--- config.mk ---
export PLATFORM = sky130hd
export DESIGN_NAME = control_sequencer
export DESIGN_NICKNAME = d
export VERILOG_FILES = /design/src/rtl/control_sequencer.sv
export SDC_FILE = /design/constraint.sdc
export NUM_CORES = 1
export LEC_CHECK = 0
export CAP_MARGIN = 0
export CORE_MARGIN = 4
export CORE_UTILIZATION = 48
export CTS_CLUSTER_DIAMETER = 80
export DETAILED_ROUTE_END_ITERATION = 16
export GPL_TIMING_DRIVEN = 0
export PLACE_DENSITY = 0.74
export SETUP_SLACK_MARGIN = 0.5
export SLEW_MARGIN = 40
export SYNTH_ARGS = -nofsm -noshare
export SYNTH_HDL_FRONTEND = slang
export SYNTH_SLANG_ARGS = --single-unit
export TNS_END_PERCENT = 30
--- constraint.sdc ---
create_clock -name clock -period 9.91 [get_ports clock]
set_input_delay 1.4865 -clock clock [delete_from_list [all_inputs] [get_ports clock]]
set_output_delay 1.4865 -clock clock [all_outputs]
set_load 0.005 [all_outputs]
--- src/rtl/control_sequencer.sv ---
// Multi-cycle IF/EX/WAIT control sequencer: latches and classifies the instruction, steps it
// through its execute cycles and produces constant K. Define COND_BRANCH_EN to enable the B.cond evaluator.
module control_sequencer #(
    parameter int unsigned DATA_WIDTH = 64,
    parameter int unsigned MAX_STEPS  = 4,
    localparam int unsigned STEP_W    = (MAX_STEPS > 1) ? $clog2(MAX_STEPS) : 1
) (
    input  logic                  clock,
    input  logic                  reset,
    input  logic [31:0]           instruction,
    input  logic [3:0]            status,
    input  logic                  mem_ready,
    output logic [1:0]            state,
    output logic [STEP_W-1:0]     step,
    output logic [31:0]           ir,
    output logic [2:0]            iclass,
    output logic [DATA_WIDTH-1:0] K,
    output logic                  ir_load,
    output logic                  mem_req,
    output logic                  last_step,
    output logic                  cond_pass,
    output logic                  illegal
);

    typedef enum logic [1:0] {
        ST_IF   = 2'b00,
        ST_EX   = 2'b01,
        ST_WAIT = 2'b10
    } state_e;

    typedef enum logic [2:0] {
        CL_DIMM   = 3'd0,
        CL_MOVZ   = 3'd1,
        CL_MOVK   = 3'd2,
        CL_BRANCH = 3'd3,
        CL_MEM    = 3'd4,
        CL_DREG   = 3'd5
    } iclass_e;

    if (MAX_STEPS < 2) begin : g_bad_max_steps
        $error("control_sequencer: MAX_STEPS must be at least 2");
    end
    if ((DATA_WIDTH < 32) || ((DATA_WIDTH % 16) != 0)) begin : g_bad_data_width
        $error("control_sequencer: DATA_WIDTH must be a multiple of 16 and at least 32");
    end

    function automatic iclass_e classify(input logic [31:0] w);
        iclass_e cls;
        if (w[27:26] == 2'b00) begin
            if (w[25:23] == 3'b101) begin
                if (w[29]) cls = CL_MOVK;
                else       cls = CL_MOVZ;
            end else begin
                cls = CL_DIMM;
            end
        end else if (w[27:26] == 2'b01) begin
            cls = CL_BRANCH;
        end else if (!w[25]) begin
            cls = CL_MEM;
        end else begin
            cls = CL_DREG;
        end
        return cls;
    endfunction

    // Returns {illegal, K} for instruction w of class cls at execute step stp.
    function automatic logic [DATA_WIDTH:0] gen_k(input logic [31:0] w, input iclass_e cls,
                                                 input logic [STEP_W-1:0] stp);
        logic [DATA_WIDTH-1:0] k;
        logic                  bad;
        int unsigned           sh;
        k   = '0;
        bad = 1'b0;
        sh  = 32'(w[22:21]) << 4;
        case (cls)
            CL_MOVZ, CL_MOVK: begin
                if ((sh + 32'd16) > DATA_WIDTH) begin
                    bad = 1'b1;
                end else if ((cls == CL_MOVK) && (stp == '0)) begin
                    k = ~(DATA_WIDTH'(16'hFFFF) << sh);
                end else begin
                    k = DATA_WIDTH'(w[20:5]) << sh;
                end
            end
            CL_MEM:  k = DATA_WIDTH'($signed(w[20:12]));
            CL_DREG: k = DATA_WIDTH'(w[15:10]);
            CL_BRANCH: begin
                if (w[26] && (w[30:29] == 2'b00)) k = DATA_WIDTH'($signed(w[25:0]));
                else                              k = DATA_WIDTH'($signed(w[23:5]));
            end
            default: k = DATA_WIDTH'(w[21:10]);
        endcase
        return {bad, k};
    endfunction

    state_e                state_q, state_d;
    logic [STEP_W-1:0]     step_q, step_d;
    logic [31:0]           ir_q, ir_d;
    iclass_e               iclass_q, iclass_d;
    logic [DATA_WIDTH-1:0] k_q, k_d;
    logic                  illegal_q, illegal_d;
    logic [DATA_WIDTH:0]   load_res;
    logic [DATA_WIDTH:0]   adv_res;
    logic                  is_last;

    always_ff @(posedge clock or posedge reset) begin
        if (reset) begin
            state_q   <= ST_IF;
            step_q    <= '0;
            ir_q      <= '0;
            iclass_q  <= CL_DIMM;
            k_q       <= '0;
            illegal_q <= 1'b0;
        end else begin
            state_q   <= state_d;
            step_q    <= step_d;
            ir_q      <= ir_d;
            iclass_q  <= iclass_d;
            k_q       <= k_d;
            illegal_q <= illegal_d;
        end
    end

    // Next-state, constant generation and combinational handshake outputs.
    always_comb begin
        state_d   = state_q;
        step_d    = step_q;
        ir_d      = ir_q;
        iclass_d  = iclass_q;
        k_d       = k_q;
        illegal_d = illegal_q;
        ir_load   = 1'b0;
        mem_req   = 1'b0;
        last_step = 1'b0;
        is_last   = 1'b0;
        load_res  = gen_k(instruction, classify(instruction), '0);
        adv_res   = gen_k(ir_q, iclass_q, step_q + STEP_W'(1));

        case (state_q)
            ST_IF: begin
                ir_load = 1'b1;
                if (mem_ready) begin
                    ir_d      = instruction;
                    iclass_d  = classify(instruction);
                    k_d       = load_res[DATA_WIDTH-1:0];
                    illegal_d = load_res[DATA_WIDTH];
                    step_d    = '0;
                    state_d   = ST_EX;
                end
            end
            ST_EX: begin
                if (iclass_q == CL_MOVK) is_last = (step_q == STEP_W'(1));
                else                     is_last = (step_q == '0);
                last_step = is_last;
                mem_req   = (iclass_q == CL_MEM) && (step_q == '0);
                if (is_last) begin
                    step_d = '0;
                    if (mem_req && !mem_ready) begin
                        state_d = ST_WAIT;
                    end else begin
                        state_d   = ST_IF;
                        illegal_d = 1'b0;
                    end
                end else begin
                    step_d    = step_q + STEP_W'(1);
                    k_d       = adv_res[DATA_WIDTH-1:0];
                    illegal_d = illegal_q | adv_res[DATA_WIDTH];
                end
            end
            ST_WAIT: begin
                mem_req = 1'b1;
                if (mem_ready) begin
                    state_d   = ST_IF;
                    illegal_d = 1'b0;
                end
            end
            default: state_d = ST_IF;
        endcase
    end

`ifdef COND_BRANCH_EN
    function automatic logic cond_eval(input logic [3:0] cc, input logic [3:0] flags);
        logic v, c, n, z;
        logic res;
        {v, c, n, z} = flags;
        case (cc)
            4'b0000: res = z;
            4'b0001: res = !z;
            4'b0010: res = c;
            4'b0011: res = !c;
            4'b0100: res = n;
            4'b0101: res = !n;
            4'b0110: res = v;
            4'b0111: res = !v;
            4'b1000: res = c && !z;
            4'b1001: res = !(c && !z);
            4'b1010: res = (n == v);
            4'b1011: res = (n != v);
            4'b1100: res = !z && (n == v);
            4'b1101: res = !(!z && (n == v));
            default: res = 1'b1;
        endcase
        return res;
    endfunction

    // Evaluated against live flags so a branch sees status as it is this cycle.
    always_comb begin
        cond_pass = (iclass_q == CL_BRANCH) && cond_eval(ir_q[3:0], status);
    end
`else
    logic unused_status;
    assign unused_status = ^status;
    assign cond_pass     = 1'b0;
`endif

    assign state   = state_q;
    assign step    = step_q;
    assign ir      = ir_q;
    assign iclass  = iclass_q;
    assign K       = k_q;
    assign illegal = illegal_q;

endmodule

# Word level (Yosys, flattened, before mapping)
# Index checks and enable logic that the tools add are counted.
classes:
  addsub: 3
  order_cmp: 2
  eq_ne: 20
  n_shift: 4
  mux: 37
  bitwise_logic: 3
  reduce_logical: 21
op_table:
  columns: ["cell", "n"]
  rows:
  - ["$mux W64", 8]
  - ["$pmux W64 S4", 2]
  - ["$not A64 Y64", 2]
  - ["$pmux W64 S2", 1]
  - ["$shl A16 B6 Y64", 2]
  - ["$shl A16 B6 Y64 const A", 2]
  - ["$eq A3 B3 Y1 const B", 5]
  - ["$add A6 B5 Y7 const B", 2]
  - ["$gt A7 B7 Y1 const B", 2]
  - ["$mux W1", 13]
  - ["$eq A3 B2 Y1 const B", 4]
  - ["$logic_not A2 Y1", 6]
  - ["$mux W2", 6]
  - ["$mux W3", 3]
  - ["$ne A2 B2 Y1 const B", 4]
  - ["$eq A2 B1 Y1 const B", 3]
  - ["$eq A3 B1 Y1 const B", 2]
  - ["$pmux W2 S3", 1]
  - ["$reduce_and A3 Y1", 2]
  - ["$logic_and A1 B1 Y1", 5]
  - ["$pmux W2 S2", 1]
  - ["$reduce_and A2 Y1", 2]
  - ["$reduce_and A4 Y1", 1]
  - ["$reduce_or A2 Y1", 2]
  - ["9 further kinds", 9]
totals:
  regBits: 104
  output_inout_bits: 108
  wordCells: 96

# Logic depth before layout (Yosys ltp)
logic_depth:
  word_depth: 9
  mapped_depth: 11
  depth_no_buf: 7

# Worst setup path before layout
# OpenSTA, ideal clock, no wires.
synth_timing:
  kind: "input to register"
  start: "input instruction[22]"
  end: "register k_q[42], in the netlist K[42]"
  arrival_ns: 2.803
  required_ns: 9.784
  path_slack_ns: 6.981
  stages: 7
  path_cell_list: "buf_2 > inv_1 > o21ai_1 > clkbuf_1 > a21oi_1 > o21a_1 > a221o_1"
synth_between:
  elab_chain_len: 7
synth_rtl:
  columns: ["item", "line", "text"]
  rows:
  - ["start, declared", "10", "input logic [31:0] instruction,"]
  - ["branches (longest 3 deep; another with $add A6 B5 Y7)", null, null]
  - ["$mux W64 *", "77", "if ((sh + 32'd16) > DATA_WIDTH) begin"]
  - ["$pmux W64 S4 *", "75", "case (cls)"]
  - ["$mux W64 *", "142", "if (mem_ready) begin"]
  - ["$pmux W64 S2 *", "139", "case (state_q)"]
  - ["end signal, assigned", "119", "k_q <= k_d;"]
  - ["end, declared", "100", "logic [DATA_WIDTH-1:0] k_q, k_d;"]
# Mark *: on every way between the ends. The select of a mux whose other input is x is not followed.
# A chain may end at the register's enable or synchronous reset.

# Worst setup path in the final report
layout_timing:
  start: "register iclass_q[0], in the netlist iclass[0]"
  end: "output mem_req"
layout_between:
  elab_chain_len: 3
layout_rtl:
  columns: ["item", "line", "text"]
  rows:
  - ["start, declared", "99", "iclass_e iclass_q, iclass_d;"]
  - ["start signal, assigned", "118", "iclass_q <= iclass_d;"]
  - ["$eq A3 B3 Y1", "155", "mem_req = (iclass_q == CL_MEM) && (step_q == '0);"]
  - ["$logic_and A1 B1 Y1", "155", null]
  - ["$pmux W1 S2", "139", null]
  - ["end, declared", "19", "output logic mem_req,"]
# Every way passes these cells.

==> out/qor.yml <==
power_and_ir_drop:
  p_sw_share_pct: 44.91
  power_density_nw_per_um2: 315.2
  vdd_drop_max_v: 0.0002155
  p_comb_share_pct: 60.3
  clockPowerShare_pct: 12.8
  p_int_mw: 1.642
  p_leak_nw: 3.647
  p_switching_mw: 1.339
  p_seq_share_pct: 26.9
cts:
  post_cts_resized: 0
  h-tree-depth: 3
  post_cts_buffers: 0
  clkSlewWorstSetupHoldPaths_ns: 0.07
  clk_latency_ns: 0.36
  cts_buffer_depth: 2
  cts_tree: "yes"
  clock_sinks: 104
  ctsHoldBuffers: 0
  root_buffer: "clkbuf_16"
  cts_buffers: 9
yosys:
  async_flop_share_pct: 100.0
  synth_common_cells: "151 x a21oi_1, 104 x dfrtp_1, 85 x nand2_1, 83 x o21ai_0, 77 x clkbuf_1"
  avgSynthCellArea_um2: 8.204
  synth-edff-count: 0
  synth_top_cell_by_area: "dfrtp_1"
  syn_area_um2: 7556
  synthTopCellsByArea: "dfrtp_1 34%, a21oi_1 10%, a221o_1 6.2%"
  synth_seq_cells: 104
  synth-main-ff-cell: "dfrtp_1"
  synth_cells: 921
  syn_nets: 967
  synth_most_common_cell: "a21oi_1"
  seq_area_frac_synth_pct: 34.44
  synth_cell_type_count: 61
  synth_top_area_share_pct: 34.44
  yosys_warnings: 0
global_route:
  grt_max_degree: 55
  antenna_found_initial: 0
  grt_usage_pct: 33.76
  use_met1_pct: 47.84
  met3_usage_pct: 8.875
  grt_overflow: 0
  use_met2_pct: 49.07
  grt.busiest_layer: "met2"
  grt_pass1_vias: 7607
  grt_pass1_wl_mm: 45.83
sta:
  setup_violations: 0
  setup_tns_ns: 0
  rsz0062_at_grt: "no"
  min_period_ns: 3.889
  fmax_mhz: 257.1
  slew_headroom_pct: 39.48
  skew_ns: 0.01546
  hold_viol_final: 0
  drv_slew: 0
  finalCritPeriodShare_pct: 39.24
  worstMarginPinSlew_ns: 0.9078
routing:
  drt-wirelength-per-cell_um: 23.97
  postRouteAntennaNets: 0
  drt_iter0_drc: 1026
  wirelength_mm: 30.61
  viasPerCell: 6.460
  firstDrtPassIters: 6
  num_vias: 8249
  drc_errors: 0
place:
  io_buffer_count: 128
  gp_congestion: 1.008
  hpwlAfterDp_mm: 22.25
die:
  initial_utilization_pct: 49.34
  rows: 45
  ios: 147
  die-area_um2: 17810
  fp.coreArea_um2: 15310
  fp.dieH_um: 133.5
  die_w_um: 133.5
cells_and_area:
  final_core_util_pct: 61.76
  multi_input_area_um2: 4404
  num_antenna_cells: 0
  ff_latch_area_um2: 2603
  drive_gt1_share_pct: 9.287
  fill_cells: 1385
  syn_to_final_growth_pct: 25.17
  finalNetCount: 1107
critical_path:
  critPathCaptureType: "output pin"
  crit_path_max_fanout: 9
  worstPathArrival_ns: 2.40
  cp-start-kind: "flip-flop"
  cp.required_ns: 8.42
  criticalPathCategory: "reg2out"
flow_run:
  drv_cap: 0
min_path:
  min_path_type: "reg2reg"
run_status:
  status: "finished clean"
-- stage by stage --
step	instances	hold slack [ns]	setup WS [ns]	cell area, um2	power [mW]
after floorplan	921	0.4707	5.691	7556	1.717
final	1277	0.4927	6.021	9458	2.981
after CTS	1277	0.5048	6.053	9452	2.932
after global placement	1260	0.4778	4.091	9101	2.529
after global routing	1277	0.5248	5.963	9458	3.133
after detailed placement	1261	0.4861	5.694	9136	2.545
-- worst max-delay path, cell delays in order (launching register included) --
cell	delay [ns]
dfrtp_1	0.41
buf_2	0.18
nand2b_1	0.14
buf_2	0.19
or3_1	0.39
a21boi_0	0.20
clkdlybuf4s50_1	0.53
-- registers in the layout, summed over array words and instances, names as in the netlist --
name and flops:
state 2, K 64, illegal 1, step 2, iclass 3, ir 32
-- layer usage --
metal	share of wire, %	up-vias
met1	41	3902
met2	43	563
li1	-	3703
met3	12	81
met4	4.0	0
met5	0	-
-- kinds of logic after synthesis --
logic type | after synthesis | synth area share, %
buf+inv | 128 | 7.352
xor+xnor | 1 | 0.1159
simple gates | 222 | 14.56
mux | 58 | 8.197
other cells | 1 | 0.04963
flops | 104 | 34.44
compound gates | 400 | 34.13
fa+ha+maj | 7 | 1.159
-- power by group through the flow --
stage	Combinational [mW]	Clock (mW)	Sequential, mW
final	1.80	0.381	0.802
after floorplan	0.962	0	0.754
after global routing	1.91	0.399	0.821
after global placement	1.73	0	0.799
after CTS	1.75	0.383	0.795
after detailed placement	1.75	0	0.800
-- placed cells by master, fill, tap and decap left out, types with 4 or more instances in the layout --
| cell | instances |
|---|---|
| dfrtp_1 | 104 |
| a211oi_1 | 5 |
| o21ai_0 | 83 |
| nor3_1 | 16 |
| ha_1 | 7 |
| nor2_1 | 47 |
| a21oi_1 | 151 |
| o211ai_1 | 4 |
| nand2b_1 | 6 |
| or2_2 | 4 |
| clkdlybuf4s50_1 | 128 |
| a22oi_1 | 9 |
| nand3_1 | 6 |
| and3_1 | 9 |
| a31oi_1 | 9 |
| a21boi_0 | 4 |
| buf_2 | 27 |
| o221ai_1 | 24 |
| o21ai_1 | 4 |
| o22ai_1 | 6 |
| mux2_2 | 31 |
| or3_1 | 4 |
| a221o_1 | 47 |
| o31ai_1 | 7 |
| and2_1 | 5 |
| o21a_1 | 20 |
| and2_0 | 20 |
| nand2_1 | 85 |
| nor2b_1 | 5 |
| clkbuf_1 | 77 |
| clkbuf_16 | 9 |
| mux2i_1 | 27 |
| buf_4 | 5 |
| inv_1 | 12 |
-- cell type report --
class                      instances  area share [%]
tap                              211           2.791
clock inverter                     5          0.6615
timing repair buffer             129           13.84
inverter                          13          0.5953
sequential                       104           27.52
multi-input combinational        689           46.57
clock buffer                      11           2.672
buffer                           115           5.358
-- final timing paths --
path / start / endpoint / slack (ns) / cells past startpoint
max: iclass[0] / mem_req / 6.02 / 6
min: ir[27] / ir[27] / 0.49 / 2
max reg2reg: ir[30] / K[33] / 6.98 / 7
min in group asynchronous: reset / K[9] / 1.53 / 2
max in group asynchronous: reset / ir[15] / 7.80 / 3
min reg2reg: ir[27] / ir[27] / 0.49 / 2
No activity file was read; power rests on OpenSTA's default activity.
